<file path="src/rtl/mult_pkg.sv">
// Shared definitions for the Booth multiplier datapath: FSM states, digit
// select codes, default operand width and the radix-4 group decoder.
package mult_pkg;

  localparam int DEFAULT_WIDTH = 32;

  typedef enum logic [1:0] {
    ST_IDLE = 2'd0,
    ST_RUN  = 2'd1,
    ST_DONE = 2'd2
  } state_t;

  typedef enum logic [2:0] {
    SEL_ZERO,
    SEL_POS1,
    SEL_POS2,
    SEL_NEG1,
    SEL_NEG2
  } digit_sel_t;

  // Radix-4 Booth recoding of {q[2c+1], q[2c], q[2c-1]}
  function automatic digit_sel_t booth_select(input logic [2:0] grp);
    case (grp)
      3'b001, 3'b010: return SEL_POS1;
      3'b011:         return SEL_POS2;
      3'b100:         return SEL_NEG2;
      3'b101, 3'b110: return SEL_NEG1;
      default:        return SEL_ZERO;
    endcase
  endfunction

endpackage

</file>
<file path="src/rtl/booth_digit_recoder.sv">
// Combinational radix-4 Booth digit: turns a 3-bit multiplier group and the
// multiplicand into a WIDTH+2-bit signed partial product (0, +-M, +-2M).
module booth_digit_recoder
  import mult_pkg::*;
#(
  parameter int WIDTH = DEFAULT_WIDTH
) (
  input  logic [2:0]       group,
  input  logic [WIDTH-1:0] m,
  output logic [WIDTH+1:0] pp
);

  // Two guard bits so that -2M stays representable for M = -2^(WIDTH-1)
  logic [WIDTH+1:0] m_ext;
  assign m_ext = {{2{m[WIDTH-1]}}, m};

  always_comb begin
    pp = '0;
    case (booth_select(group))
      SEL_POS1: pp = m_ext;
      SEL_POS2: pp = m_ext << 1;
      SEL_NEG1: pp = -m_ext;
      SEL_NEG2: pp = -(m_ext << 1);
      default:  pp = '0;
    endcase
  end

endmodule

</file>
<file path="src/rtl/mult_sequencer.sv">
// Sequential signed WIDTHxWIDTH multiplier, one radix-4 Booth digit per clock.
// Define MULT_EARLY_TERM_EN to finish as soon as the remaining digits are zero.
module mult_sequencer
  import mult_pkg::*;
#(
  parameter int WIDTH = DEFAULT_WIDTH
) (
  input  logic             clk,
  input  logic             clr,
  input  logic             start,
  input  logic [WIDTH-1:0] m_in,
  input  logic [WIDTH-1:0] q_in,
  output logic             busy,
  output logic             done,
  output logic             hilo_we,
  output logic [WIDTH-1:0] hi_out,
  output logic [WIDTH-1:0] lo_out
);

  localparam int ITER = WIDTH / 2;
  localparam int CW   = $clog2(ITER) + 1;
  localparam int SW   = CW + 1;

  state_t             state_reg;
  logic [WIDTH-1:0]   m_reg;
  logic [WIDTH-1:0]   q_reg;
  logic [2*WIDTH-1:0] acc_reg;
  logic [CW-1:0]      count_reg;

  logic [WIDTH:0]     q_ext;
  logic [SW-1:0]      shamt;
  logic [2:0]         group;
  logic [WIDTH+1:0]   pp;
  logic [2*WIDTH-1:0] pp_ext;
  logic [2*WIDTH-1:0] acc_next;
  logic               last_digit;

  // Appending a zero supplies the implicit q[-1] of the first group
  assign q_ext = {q_reg, 1'b0};
  assign shamt = {count_reg, 1'b0};
  assign group = q_ext[shamt +: 3];

  booth_digit_recoder #(.WIDTH(WIDTH)) u_recoder (
    .group (group),
    .m     (m_reg),
    .pp    (pp)
  );

  assign pp_ext   = {{(WIDTH-2){pp[WIDTH+1]}}, pp};
  assign acc_next = acc_reg + (pp_ext << shamt);

`ifdef MULT_EARLY_TERM_EN
  // Remaining digits are all zero once q[WIDTH-1:2c+1] is pure sign extension
  logic [WIDTH-1:0] q_rest;
  assign q_rest     = $signed(q_reg) >>> (shamt + SW'(1));
  assign last_digit = (count_reg == CW'(ITER - 1)) || (q_rest == '0) || (q_rest == '1);
`else
  assign last_digit = (count_reg == CW'(ITER - 1));
`endif

  always_ff @(posedge clk or posedge clr) begin
    if (clr) begin
      state_reg <= ST_IDLE;
      m_reg     <= '0;
      q_reg     <= '0;
      acc_reg   <= '0;
      count_reg <= '0;
      busy      <= 1'b0;
      done      <= 1'b0;
      hilo_we   <= 1'b0;
      hi_out    <= '0;
      lo_out    <= '0;
    end else begin
      case (state_reg)
        ST_IDLE: begin
          if (start) begin
            m_reg     <= m_in;
            q_reg     <= q_in;
            acc_reg   <= '0;
            count_reg <= '0;
            busy      <= 1'b1;
            state_reg <= ST_RUN;
          end
        end
        ST_RUN: begin
          acc_reg   <= acc_next;
          count_reg <= count_reg + CW'(1);
          if (last_digit) begin
            busy      <= 1'b0;
            done      <= 1'b1;
            hilo_we   <= 1'b1;
            hi_out    <= acc_next[2*WIDTH-1:WIDTH];
            lo_out    <= acc_next[WIDTH-1:0];
            state_reg <= ST_DONE;
          end
        end
        ST_DONE: begin
          done      <= 1'b0;
          hilo_we   <= 1'b0;
          state_reg <= ST_IDLE;
        end
        default: begin
          busy      <= 1'b0;
          done      <= 1'b0;
          hilo_we   <= 1'b0;
          state_reg <= ST_IDLE;
        end
      endcase
    end
  end

endmodule

</file>
<file path="config.mk">
export PLATFORM = sky130hd
export DESIGN_NAME = mult_sequencer
export DESIGN_NICKNAME = d
export VERILOG_FILES = /design/src/rtl/mult_pkg.sv /design/src/rtl/booth_digit_recoder.sv /design/src/rtl/mult_sequencer.sv
export SDC_FILE = /design/constraint.sdc
export NUM_CORES = 1
export LEC_CHECK = 0
export ABC_AREA = 1
export BUFFER_PORTS_ARGS = -buffer_cell sky130_fd_sc_hd__buf_2
export CAP_MARGIN = 20
export CORE_MARGIN = 2
export CORE_UTILIZATION = 40
export DETAILED_ROUTE_END_ITERATION = 10
export PLACE_DENSITY_LB_ADDON = 0.05
export SLEW_MARGIN = 20
export SYNTH_ARGS = -nofsm -noshare
export SYNTH_HDL_FRONTEND = slang
export SYNTH_SLANG_ARGS = --single-unit
</file>
<file path="constraint.sdc">
create_clock -name clk -period 7.7 [get_ports clk]
set_input_delay 0.77 -clock clk [delete_from_list [all_inputs] [get_ports clk]]
set_output_delay 0.77 -clock clk [all_outputs]
set_load 0.02 [all_outputs]
</file>
==> results.toml <==
[sta]
layout_min_cycle_time_ns = 6.68
rsz0062_at_grt = "false"
setup_viol = 0
final.setup.tns_ns = 0
finalClockSkew_ns = 0.0127
relSlewSlack_pct = 31.3
drv_slew = 0
worst_pin_slew_ns = 1.02
hold_violations = 0
max_freq_ghz = 0.150
final.period_utilization_pct = 86.8

[floorplan]
die_h_um = 207
io_pins = 134
dieWidth_um = 207
dieArea_um2 = 42900
initial_utilization_pct = 40.4
row_count = 74
core_area_um2 = 40800

[route]
first_iter_violations = 1810
drtPass1Iterations = 5
postRouteWirelength_mm = 63.7
wire_per_inst_um = 20.1
viasPerCell = 5.61
drc = 0
antenna_left = 0
via_count = 17780

[clock_network]
cts_resized = 0
cts_sinks = 201
cts_hold_buffers = 0
cts.path.max_buffers = 3
cts_root_buffer = "clkbuf_16"
cts_tree = "built"
path_clk_slew_ns = 0.06
numCtsBuffers = 25
clk_latency_ns = 0.58
cts-htree-levels = 1
postCtsSetupBuffers = 0

[flow_run]
drv_cap = 0

[setup_path]
crit-reg2reg-capture = "hi_out[12]"
endpoint_kind = "flop"
critical_path_arrival_ns = 7.10
crit_path_frequent_cell = "nand2_1"
crit_type = "flop to flop"
critPathRequiredTime_ns = 8.11
r2r-start = "count_reg[0]"
cpPeakStageDelay_ns = 0.83
crit_fanout = 61
reg2regPathDepth = 32
cpMaxStageDelayCell = "o21ai_0"
start_kind = "flop"
r2r_slack_ns = 1.02

[logic_synthesis]
ys_seq_area_share_pct = 30.5
synth_edf_count = 0
ys_ff_latch = 201
yosysWarnings = 0
yosysUniqueCellTypes = 48
postSynthAreaPerCell_um2 = 6.47
syn_inst = 2551
synthArstFlopShare_pct = 100
syn_area_um2 = 16500
ys.flop_type = "dfrtp_1"
synth_nets = 2685

[finish]
num-fill-cells = 4388
nNetsFinal = 2755
syn2layout_area_growth_pct = 11.6
largest_reg_flops = 64
drive_gt1_share_pct = 10.0
diodes = 0

[worst_hold_path]
hp-class = "primary input to asynchronous set/reset pin"

[place]
gp_congestion = 0.995
dpl.hpwl_mm = 49.2
io_buffers = 133

[outcome]
outcome = "complete, no violations"

[global_routing]
grt_max_degree = 111
grt_overflow = 0
grt.total_usage_pct = 29.2
grt_pass1_vias = 16879
grt_pass1_wl_mm = 99.2
antenna_found_initial = 0
==> worst max-delay path by stage <==
stage / startpoint / to / slack, ns / cells after the start
6_report: count_reg[0] / hi_out[12] / 1.02 / 32
5_1_grt: count_reg[0] / hi_out[12] / 0.53 / 33
4_1_cts: count_reg[0] / hi_out[12] / 1.28 / 32
3_5_place_dp: count_reg[0] / hi_out[12] / 1.32 / 32
3_3_place_gp: count_reg[0] / hi_out[12] / 1.32 / 33
2_1_floorplan: clr / acc_reg[0] / 1.45 / 1
==> cell usage after synthesis, types with 2 or more instances <==
cell	number	area [um2]
nand2_1	790	2970
nand3_1	310	1550
inv_1	208	781
dfrtp_1	201	5030
nor2_1	200	751
o21ai_0	196	981
nand4_1	111	694
a21oi_1	104	521
ha_1	66	826
clkbuf_1	53	199
xor2_1	37	324
a31oi_1	27	169
buf_1	26	97.6
xnor2_1	24	210
buf_2	23	115
nor3_1	20	100
o21ai_1	19	95.1
or2_2	18	113
a21o_1	14	105
a32o_1	14	140
buf_6	13	146
o211ai_1	8	60.1
buf_4	7	52.6
inv_2	7	26.3
a22o_1	6	52.6
nand2_2	5	31.3
nor4_1	5	31.3
o21a_1	5	37.5
o21bai_1	5	37.5
nand3b_1	4	30.0
nor2_4	3	33.8
a211oi_1	2	15.0
a221oi_1	2	17.5
clkinv_1	2	7.51
nand3_2	2	20.0
nor2_2	2	12.5
==> layout by cell type (no fill, tap or decap), types with 4 or more instances in the layout <==
cell        synthesis  final
a21o_1             14     14
a21oi_1           104    104
a22o_1              6      6
a31oi_1            27     27
a32o_1             14     14
buf_2              23    133
buf_4               7     31
bufinv_16           0      6
clkbuf_16           0     25
clkinv_2            0      5
clkinvlp_4          0      5
dfrtp_1           201    198
ha_1               66     66
inv_1             208    205
inv_2               7      8
inv_6               1      6
nand2_1           790    789
nand2_2             5      5
nand3_1           310    310
nand3b_1            4      4
nand4_1           111    111
nor2_1            200    197
nor2_2              2      4
nor2_4              3      4
nor3_1             20     20
nor4_1              5      5
o211ai_1            8      8
o21a_1              5      5
o21ai_0           196    196
o21ai_1            19     19
o21bai_1            5      5
or2_2              18     18
xnor2_1            24     24
xor2_1             37     37
==> per-layer routing <==
| layer | vias to the layer above | share of wire, % | global-route usage (%) |
|---|---|---|---|
| met1 | 8336 | 47 | 42.7 |
| li1 | 8672 | - | - |
| met5 | - | 0 | 0 |
| met4 | 0 | 2.6 | 7.39 |
| met3 | 81 | 8.2 | 5.70 |
| met2 | 691 | 43 | 43.9 |
==> area by class of cell <==
type                       count  area (um2)  share of cell area (%)
multi-input combinational   2010       10100                    54.6
sequential                   201        5030                    27.3
timing repair buffer         165         918                    4.98
inverter                     218         832                    4.51
tap                          532         666                    3.61
clock buffer                  25         626                    3.39
clock inverter                21         290                    1.57
==> logic make-up after synthesis <==
logic type,synth area share (%)
buffers and inverters,8.68
adders and majority gates,5.12
xor gates and xnor gates,3.24
and+or+nand+nor,38.7
DFF,30.5
AOI/OAI and AO/OA,13.8
==> worst max-delay path: cells and delay by family (launching register included) <==
kind            cells  cell delay [ns]
simple gates       21             2.82
compound gates      4             1.51
buf+inv             5             1.11
flops               1             0.59
fa+ha+maj           1             0.23
xor+xnor            1             0.21
==> metrics by stage <==
step                      util, %  hold slack, ns  instance area (um2)  setup WS (ns)  instances
after floorplan                 -           0.449                16500           1.45       2551
after global placement       42.9           0.459                17500           1.32       3126
after detailed placement     42.9           0.461                17500           1.32       3126
after CTS                    45.2           0.299                18400           1.28       3172
after global routing         45.2           0.313                18400          0.528       3172
final                        45.2           0.241                18400           1.02       3172
Power is not shown: default switching activity piles up to over one toggle a cycle in this logic, so the estimate is an artifact.
